**src/rtl/cdc_gate_arbiter.sv**
```systemverilog
`default_nettype none
// ============================================================================
// cdc_gate_arbiter : round-robin share of one CdcGate source port, {id,payload}
// Rev 1.0
// ============================================================================
module cdc_gate_arbiter #(
  parameter  int REQUESTERS = 4,
  parameter  int WIDTH      = 8,
  localparam int IDW        = (REQUESTERS > 1) ? $clog2(REQUESTERS) : 1
) (
  input  logic                        clk_i,
  input  logic                        rst_i,
  input  logic [REQUESTERS-1:0]       reqValid_i,
  input  logic [REQUESTERS*WIDTH-1:0] reqData_i,
  output logic [REQUESTERS-1:0]       reqReady_o,
  input  logic                        gateOpen_i,
  output logic                        gateWrite_o,
  output logic [WIDTH+IDW-1:0]        gateData_o,
  output logic [15:0]                 writes_o
);

  localparam logic [1:0] S_OPEN    = 2'd0;
  localparam logic [1:0] S_WRITE   = 2'd1;
  localparam logic [1:0] S_CLOSING = 2'd2;
  localparam logic [1:0] S_REOPEN  = 2'd3;

  logic [1:0]           state_q, state_d;
  logic [IDW-1:0]       ptr_q, ptr_d;
  logic [WIDTH+IDW-1:0] data_q, data_d;
  logic [15:0]          writes_q, writes_d;

  logic                 found_w;
  logic [IDW-1:0]       grantIdx_w;
  logic [WIDTH-1:0]     grantData_w;
  logic                 accept_w;
  int                   cand_w;

  // Scan ptr, ptr+1, ... wrapping at REQUESTERS (not at 2**IDW).
  always_comb begin
    found_w     = 1'b0;
    grantIdx_w  = '0;
    grantData_w = '0;
    cand_w      = 0;
    for (int i = 0; i < REQUESTERS; i++) begin
      cand_w = int'(ptr_q) + i;
      if (cand_w >= REQUESTERS) begin
        cand_w = cand_w - REQUESTERS;
      end
      if (!found_w && reqValid_i[cand_w]) begin
        found_w     = 1'b1;
        grantIdx_w  = IDW'(cand_w);
        grantData_w = reqData_i[cand_w*WIDTH +: WIDTH];
      end
    end
  end

  assign accept_w = (state_q == S_OPEN) && gateOpen_i && found_w && !rst_i;

  // State register
  always_ff @(posedge clk_i) begin
    if (rst_i) begin
      state_q <= S_REOPEN;
    end else begin
      state_q <= state_d;
    end
  end

  // Next-state logic
  always_comb begin
    state_d = state_q;
    case (state_q)
      S_OPEN:    if (accept_w)    state_d = S_WRITE;
      S_WRITE:                    state_d = S_CLOSING;
      S_CLOSING: if (!gateOpen_i) state_d = S_REOPEN;
      S_REOPEN:  if (gateOpen_i)  state_d = S_OPEN;
      default:                    state_d = S_REOPEN;
    endcase
  end

  // Output logic
  always_comb begin
    reqReady_o  = '0;
    gateWrite_o = 1'b0;
    if (accept_w) begin
      reqReady_o = REQUESTERS'(1) << grantIdx_w;
    end
    if ((state_q == S_WRITE) && !rst_i) begin
      gateWrite_o = 1'b1;
    end
  end

  always_comb begin
    ptr_d    = ptr_q;
    data_d   = data_q;
    writes_d = writes_q;
    if (accept_w) begin
      ptr_d  = (int'(grantIdx_w) == REQUESTERS - 1) ? '0 : grantIdx_w + IDW'(1);
      data_d = {grantIdx_w, grantData_w};
    end
    if (state_q == S_WRITE) begin
      writes_d = writes_q + 16'd1;
    end
  end

  always_ff @(posedge clk_i) begin
    if (rst_i) begin
      ptr_q    <= '0;
      data_q   <= '0;
      writes_q <= '0;
    end else begin
      ptr_q    <= ptr_d;
      data_q   <= data_d;
      writes_q <= writes_d;
    end
  end

  assign gateData_o = data_q;
  assign writes_o   = writes_q;

endmodule
`default_nettype wire
```
**config.mk**
```make
export PLATFORM = sky130hd
export DESIGN_NAME = cdc_gate_arbiter
export DESIGN_NICKNAME = d
export VERILOG_FILES = /design/src/rtl/cdc_gate_arbiter.sv
export SDC_FILE = /design/constraint.sdc
export NUM_CORES = 1
export LEC_CHECK = 0
export CAP_MARGIN = 20
export CORE_MARGIN = 1
export CORE_UTILIZATION = 46
export CTS_BUF_LIST = sky130_fd_sc_hd__clkbuf_4
export DETAILED_ROUTE_END_ITERATION = 8
export HOLD_SLACK_MARGIN = 0.06
export PLACE_DENSITY_LB_ADDON = 0.2
export SYNTH_ARGS = -nofsm -noshare
export SYNTH_HDL_FRONTEND = slang
export SYNTH_SLANG_ARGS = --single-unit
```
**constraint.sdc**
```tcl
create_clock -name clk_i -period 3.53 [get_ports clk_i]
set_input_delay 0.5295 -clock clk_i [delete_from_list [all_inputs] [get_ports clk_i]]
set_output_delay 0.5295 -clock clk_i [all_outputs]
set_load 0.02 [all_outputs]
```
==> impl_metrics.toml <==
[run_status]
outcome = "complete, no violations"

[timing]
finalSetupViolCount = 0
max_freq_mhz = 295.6
hold_violations = 0
max_slew_margin_pct = 66.21
final_max_slew_viol_count = 0
fin_skew_ps = 10.06
tns_ps = 0
max_slew.worst_pin.slew_ps = 506.9
fin_hold_ws_ps = 524.9
period_needed_ps = 3383
grt_setup_unrepaired = "false"
fin_crit_sh_pct = 95.84

[synthesis]
synth.distinct_cells = 42
synthesis.nets = 336
async_flop_share_pct = 0
ys_ff_latch = 30
ys.flop_type = "dfxtp_1"
synth_area_um2 = 2668
syn_inst = 284
synth.avg_cell_area_um2 = 9.393
synth_edf_count = 0
ys_seq_area_share_pct = 22.51
yosysWarningCount = 0

[power_and_ir_drop]
combPwrFrac_pct = 44.9
ir_drop_mv = 0.2308
clkPwrFrac_pct = 23.3
p_int_w = 0.0007948
pwr-share-seq_pct = 31.8
power.leakage_nw = 1.321
powerDensity_nw_per_um2 = 335.2
swShare_pct = 34.18
p_sw_w = 0.0004128

[critical_path]
cp_data_required_time_ps = 3000
crit_type = "reg2out"
crit_arrival_ps = 2850
critPathMaxFanout = 8
start_kind = "flop"
crit_path_end_kind = "primary output"

[grt]
first_global_vias = 2432
busiest_layer = "met2"
gr-usage-all-layers_pct = 23.05
use_met2_pct = 36.84
antenna_found_initial = 0
grt_util_met3_pct = 6.163
grt_max_degree = 35
grt_overflow = 0
use_met1_pct = 29.83
grt_pass1_wl_um = 11310

[floorplanning]
die-height_um = 78.15
die_area_um2 = 6107
fp.coreArea_um2 = 5540
chipWidth_um = 78.15
num_io_pins = 70
num_rows = 27
initial_utilization_pct = 48.15

[clocking]
cts_hold_buf = 0
cts_buffers = 5
root_buffer = "clkbuf_4"
htreeDepth = 2
clock_latency_ps = 330
clockBufferDepth = 2
cts.sink_count = 30
clk_pin_slew_worst_paths_ps = 110
cts_tree = "built"

[routing]
wire_per_inst_um = 15.62
vias = 2492
first_pass_iters = 4
drt-vias-per-instance = 5.755
routed_wl_um = 6762
drt_iter0_drc = 133
post-route-drc-count = 0
ant_nets = 0

[layout]
n_antenna_cell = 0
area_delta_synth_final_pct = 35.04
fin_util_pct = 65.02
drive_gt1_share_pct = 19.67
fin_nets = 412

[placement]
dp_hpwl_um = 5142
place_congestion = 0.8109
port_buffers = 69

[flow_run]
timing.max_cap.violations = 0

[hold_path]
hold_class = "reg2reg"
-- cell usage after synthesis, drive strengths merged, types with 9 or more instances --
library cell / number / share of area [%]
dfxtp: 30 / 23
a21oi: 27 / 5.1
mux2i: 21 / 7.9
mux4: 20 / 17
nor2: 20 / 2.8
nand2: 17 / 2.4
and2: 14 / 3.3
ha: 13 / 6.1
buf: 12 / 3.1
clkbuf: 12 / 1.7
o21ai: 11 / 2.1
mux2: 9 / 3.8
-- state kept, by name, indices dropped and copies added, names as in the netlist --
signal and cells:
gateData_o 10, ptr_q 2, state_q 2, writes_o 16
-- worst max-delay path, stage by stage (launching register included) --
cell	delay, ps
dfxtp_2	340
inv_1	110
ha_4	340
mux4_2	550
buf_4	160
or2_1	240
o31a_4	290
and2_1	160
dlygate4sd2_1	320
-- logic make-up (layout without fill, tap and decap cells) --
family,count (synthesis),count (layout),synth area share [%]
and+or+nand+nor,81,81,15.81
AOI/OAI and AO/OA,66,66,16.89
muxes,50,50,28.56
buffers and inverters,31,108,5.863
DFF,30,30,22.51
adders and majority gates,13,13,6.098
xor gates and xnor gates,13,13,4.268
-- layout by cell type (no fill, tap or decap), types with 2 or more instances in the layout --
| master | n |
|---|---|
| a21oi_1 | 27 |
| nor2b_1 | 5 |
| clkbuf_4 | 5 |
| o211ai_1 | 2 |
| o21ai_0 | 11 |
| clkinvlp_4 | 2 |
| dlygate4sd2_1 | 4 |
| nor2_1 | 20 |
| and3_1 | 5 |
| clkdlybuf4s50_1 | 65 |
| and2_1 | 14 |
| a211oi_2 | 2 |
| o22a_1 | 8 |
| dfxtp_1 | 29 |
| mux4_2 | 20 |
| mux2_2 | 9 |
| nand3_1 | 3 |
| nor3_1 | 4 |
| xnor2_1 | 7 |
| nand4_1 | 2 |
| buf_4 | 24 |
| or2_2 | 2 |
| and4_1 | 4 |
| ha_1 | 12 |
| inv_1 | 6 |
| xor2_1 | 6 |
| o221ai_1 | 8 |
| a221oi_1 | 3 |
| mux2i_1 | 21 |
| nand2_1 | 17 |
-- power groups by stage --
| stage | clock (W) | sequential, W | combinational [W] |
|---|---|---|---|
| floorplan | 0 | 0.000404 | 0.000343 |
| global placement | 0 | 0.000392 | 0.000518 |
| detailed placement | 0 | 0.000393 | 0.000530 |
| CTS | 0.000284 | 0.000385 | 0.000539 |
| global route | 0.000311 | 0.000389 | 0.000593 |
| finish | 0.000281 | 0.000384 | 0.000542 |
-- worst paths after layout --
check / start / end / slack (ps) / cells past startpoint
max: ptr_q[0] / reqReady_o[1] / 150 / 8
min: writes_o[7] / writes_o[7] / 520 / 2
max reg2reg: ptr_q[0] / state_q[0] / 820 / 10
min reg2reg: writes_o[7] / writes_o[7] / 520 / 2
-- per-layer routing --
layer / vias to the layer above / part of all wire (%)
met1: 1194 / 45
met5: - / 0
li1: 1208 / -
met3: 18 / 5.4
met4: 0 / 2.9
met2: 72 / 47
-- metrics by stage --
stage	cell area, um^2	setup WS [ps]	instances	power [W]
floorplan	2681	70.84	284	0.0007467
global placement	3497	-38.57	424	0.0009097
detailed placement	3497	-94.02	424	0.0009222
CTS	3595	131.1	432	0.001208
global route	3602	14.34	433	0.001292
finish	3602	146.8	433	0.001208
-- cell type report --
type | count | area (um^2)
inverter | 7 | 27.53
timing repair buffer | 93 | 865.8
sequential | 30 | 601.8
clock inverter | 3 | 45.04
fill | 479 | 1938
multi-input combinational | 223 | 1934
clock buffer | 5 | 37.54
tap | 72 | 90.09
-- timing repair --
item / in CTS / in global routing
pin swaps: 0 / 0
endpoints found under the setup margin: 4 / 2
setup buffers: 0 / 1
resized for setup: 7 / 0
No activity file was read; power rests on OpenSTA's default activity.
